--- src/rtl/btn_event_gen_pkg.sv ---
// btn_event_gen_pkg: shared state type for the button event generator
package btn_event_gen_pkg;
  typedef enum logic [1:0] {
    WAIT_REL = 2'd0,
    IDLE     = 2'd1,
    PRESSED  = 2'd2,
    LONG     = 2'd3
  } state_e;
endpackage

--- src/rtl/btn_event_gen.sv ---
// btn_event_gen: turns a debounced button level into press/release/short/long/repeat pulses
module btn_event_gen
  import btn_event_gen_pkg::*;
#(
  parameter int CLK_FREQ      = 25_000_000,
  parameter int LONG_PRESS_MS = 1000,
  parameter int REPEAT_MS     = 200
) (
  input  logic clk,
  input  logic rst,
  input  logic btn_in,
  output logic press_pulse,
  output logic release_pulse,
  output logic short_pulse,
  output logic long_pulse,
  output logic repeat_pulse,
  output logic held
);
  localparam int LONG_CYCLES   = (CLK_FREQ / 1000) * LONG_PRESS_MS;
  localparam int REPEAT_CYCLES = (CLK_FREQ / 1000) * REPEAT_MS;
  localparam int MAX_CYCLES    = LONG_CYCLES > REPEAT_CYCLES ? LONG_CYCLES : REPEAT_CYCLES;
  localparam int CW            = $clog2(MAX_CYCLES) + 1;
  localparam logic [CW-1:0] LONG_LAST = CW'(LONG_CYCLES - 1);
  localparam logic [CW-1:0] REP_LAST  = CW'(REPEAT_CYCLES > 0 ? REPEAT_CYCLES - 1 : 0);
  localparam bit REPEAT_EN = REPEAT_MS != 0;
  state_e state_q, state_d;
  logic [CW-1:0] cnt_q, cnt_d;
  logic [5:0] ev_q, ev_d;
  logic active;
  assign active = state_q == PRESSED || state_q == LONG;
  assign {press_pulse, release_pulse, short_pulse, long_pulse, repeat_pulse, held} = ev_q;
  // state, counter and registered event outputs
  always_ff @(posedge clk) begin
    if (rst) begin
      state_q <= WAIT_REL;
      cnt_q   <= '0;
      ev_q    <= '0;
    end else begin
      state_q <= state_d;
      cnt_q   <= cnt_d;
      ev_q    <= ev_d;
    end
  end
  // next state; the shared counter restarts on every state entry and never wraps
  always_comb begin
    state_d = state_q;
    cnt_d   = cnt_q;
    unique case (state_q)
      WAIT_REL: if (!btn_in) begin state_d = IDLE; cnt_d = '0; end
      IDLE:     if (btn_in) begin state_d = PRESSED; cnt_d = '0; end
      PRESSED: begin
        state_d = !btn_in ? IDLE : (cnt_q == LONG_LAST ? LONG : PRESSED);
        cnt_d   = (!btn_in || cnt_q == LONG_LAST) ? '0 : cnt_q + 1'b1;
      end
      LONG: begin
        state_d = btn_in ? LONG : IDLE;
        cnt_d   = (!btn_in || !REPEAT_EN || cnt_q == REP_LAST) ? '0 : cnt_q + 1'b1;
      end
      default: begin state_d = WAIT_REL; cnt_d = '0; end
    endcase
  end
  // event pulses for the next cycle; a release on a threshold cycle suppresses long/repeat
  always_comb begin
    ev_d = {
      state_q == IDLE && btn_in,
      active && !btn_in,
      state_q == PRESSED && !btn_in,
      state_q == PRESSED && btn_in && cnt_q == LONG_LAST,
      REPEAT_EN && state_q == LONG && btn_in && cnt_q == REP_LAST,
      btn_in && (state_q == IDLE || active)
    };
  end
endmodule

--- config.mk ---
export PLATFORM = sky130hd
export DESIGN_NAME = btn_event_gen
export DESIGN_NICKNAME = d
export VERILOG_FILES = /design/src/rtl/btn_event_gen_pkg.sv /design/src/rtl/btn_event_gen.sv
export SDC_FILE = /design/constraint.sdc
export NUM_CORES = 1
export LEC_CHECK = 0
export ABC_AREA = 1
export BUFFER_PORTS_ARGS = -buffer_cell sky130_fd_sc_hd__buf_2
export CAP_MARGIN = 20
export CORE_ASPECT_RATIO = 0.6
export CORE_MARGIN = 2
export CORE_UTILIZATION = 50
export DETAILED_ROUTE_END_ITERATION = 16
export PLACE_DENSITY = 0.67
export SLEW_MARGIN = 20
export SYNTH_ARGS = -nofsm -noshare
export SYNTH_HDL_FRONTEND = slang
export SYNTH_SLANG_ARGS = --single-unit
--- constraint.sdc ---
create_clock -name clk -period 2.2 [get_ports clk]
set_input_delay 0.44 -clock clk [delete_from_list [all_inputs] [get_ports clk]]
set_output_delay 0.44 -clock clk [all_outputs]
set_load 0.01 [all_outputs]
==> metrics.cfg <==
[floorplanning]
fp.dieW_um=84.6
io_pins=9
fp.dieArea_sq_um=4430
coreArea_sq_um=3700
die_h_um=52.4
initial_core_util=0.527
rows=17

[cts]
clk_latency_ps=300
cts.sinks=34
cts.htree.levels=2
cts_buffer_depth=2
ctsResizeCount=0
cts_tree=yes
path_clk_slew_ps=80
cts_made_buffers=5
post_cts_buffers=0
cts_root_buffer=clkbuf_8
ctsHoldBuffers=0

[worst_setup_path]
r2r_end=cnt_q[22]
cpMaxStageDelayCell=dfxtp_1
path_cells=ha_1 > nand2_2 > nor2_4 > nand2_2 > nor2_2 > nand3_1 > nand2_2 > nand3_2 > nand2_1 > nor2_1
cp_num_buf_inv=0
critical_path.top_delay_family=simple AND/OR/NAND/NOR gates
rr_worst_depth=10
required_ps=2380
start_kind=register
slowest_delay_ps=380
rrSetupSlack_ps=380
path_class=register to register
r2r_start=cnt_q[0]
cpMostUsedCell=nand2_2
worst-path-max-fanout=5
endpoint_kind=register
crit_arrival_ps=2000

[synthesis]
synth_top_area_share=0.349
synth_cell_type_count=29
synth_compound_area_frac=0.0635
ys.flop_type=dfxtp_1
synthMuxAreaShare=0.00513
yosysWarnings=0
ys_seq_area_frac=0.349
netlist_instances=308
synth-xor-area-share=0.0314
synth_top_cell_by_area=dfxtp_1
synth-adder-area-share=0.00641
synth-seq-cells=34
yosys.area_share.simple=0.427
synth_edf_count=0
syn_area_sq_um=1950
synth_top_family_by_area=simple AND/OR/NAND/NOR gates
yosysMostFrequentCell=nand2_1
synth.avg_cell_area_sq_um=6.33
synth_fp_nets=312
synth_area_leaders=dfxtp_1 35%, nand2_1 17%, inv_1 9.0%
synth_common_cells=90 x nand2_1, 47 x inv_1, 36 x nor2_1, 34 x dfxtp_1, 19 x nand3_1
synthArstFlopShare=0

[timing]
hold_ws_ps=362
rsz0062_at_grt=false
max_freq_mhz=549
worstMarginPinSlew_ps=476
skew_ps=12.2
layout_min_cycle_time_ps=1820
slew_viol_final=0
slew_headroom=0.681
setup_tns_ps=0
min_period_over_period=0.828
final-hold-violation-count=0
setup_viol=0

[routing]
dr.pass1.iters=4
num_vias=1823
routed_wl_mm=4.65
drc=0
route.antenna.remaining_nets=0
viasPerCell=4.97
wl_per_cell_um=12.7
drt_iter0_markers=158

[global_routing]
overflow=0
track_usage=0.241
grt_max_degree=20
grt_pass1_vias=1591
grt_pass1_wl_mm=7.95
antenna_found_initial=0

[power]
swShare=0.263
powerDensity_nw_per_um2=552
internal_power_uw=861
pwr-share-seq=0.533
leakage_uw=0.000923
p_clk_frac=0.402
p_switching_uw=307
pwr-share-comb=0.065
ir_worst_vdd_uv=360

[worst_hold_path]
hold_depth=2
hold_class=input pin to register
min_from=btn_in
min_to=ev_q[4]

[place]
dp_hpwl_mm=3.43
io_buffers=8
place_congestion=0.894

[finish]
nFillCells=391
syn2layout_area_growth_pct=8.47
diodes=0
layout-drive-gt1-share=0.116
fin_nets=323

[run]
max_cap_violations=0

[status]
outcome=complete, no violations

how the worst max path moves through the flow:
stage	from	to	slack, ps	cells past startpoint
floorplan	cnt_q[0]	cnt_q[0]	670	11
global placement	cnt_q[0]	cnt_q[19]	440	10
detailed placement	cnt_q[0]	cnt_q[22]	420	10
CTS	cnt_q[0]	cnt_q[22]	410	10
global route	cnt_q[0]	cnt_q[1]	220	10
finish	cnt_q[0]	cnt_q[22]	380	10
registers in the layout, summed over array words and instances (netlist names):
register  cells
cnt_q        26
ev_q          6
state_q       2
layer usage:
metal,up-vias,GRT usage,wire length (um)
li1,984,-,-
met1,791,0.377,2610
met2,43,0.307,1690
met3,5,0.0803,311
met4,0,0.0556,41
met5,-,0,0
power groups by stage:
stage | Combinational, uW | Sequential, uW | Clock, uW
floorplan | 53.0 | 637 | 0
global placement | 74.2 | 637 | 0
detailed placement | 73.9 | 637 | 0
CTS | 73.8 | 623 | 484
global route | 82.2 | 623 | 513
finish | 75.4 | 623 | 470
cell usage in the layout, fill, tap and decap left out, types with 4 or more instances in the layout:
cell type,synthesis,layout
buf_2,1,8
nor3_1,13,13
a21oi_1,17,17
buf_4,2,4
nand4_1,6,6
nand2_1,90,90
nor2_1,36,36
clkbuf_8,0,5
nand2_2,8,8
nand3_1,19,19
inv_1,47,47
dfxtp_1,34,34
xor2_1,7,7
final cells by class:
class	instances	area (sq um)	area share
sequential	34	681	0.322
multi-input combinational	219	1040	0.491
clock buffer	5	68.8	0.0325
tap	47	58.8	0.0278
inverter	47	176	0.0834
timing repair buffer	12	70.1	0.0331
clock inverter	3	21.3	0.0101
cell families after synthesis:
family / count (synthesis)
xor+xnor: 7
flops: 34
mux: 1
fa+ha+maj: 1
compound gates: 24
buf+inv: 55
simple gates: 186
through the flow:
step	power (uW)	cell area, sq um	setup WS [ps]	utilization	cells
2_1_floorplan	690	1950	669	-	308
3_3_place_gp	712	2030	438	0.547	359
3_5_place_dp	711	2030	417	0.547	359
4_1_cts	1180	2120	415	0.572	367
5_1_grt	1220	2120	218	0.572	367
6_report	1170	2120	378	0.572	367
Note: power is estimated with default switching activity, not from simulation.
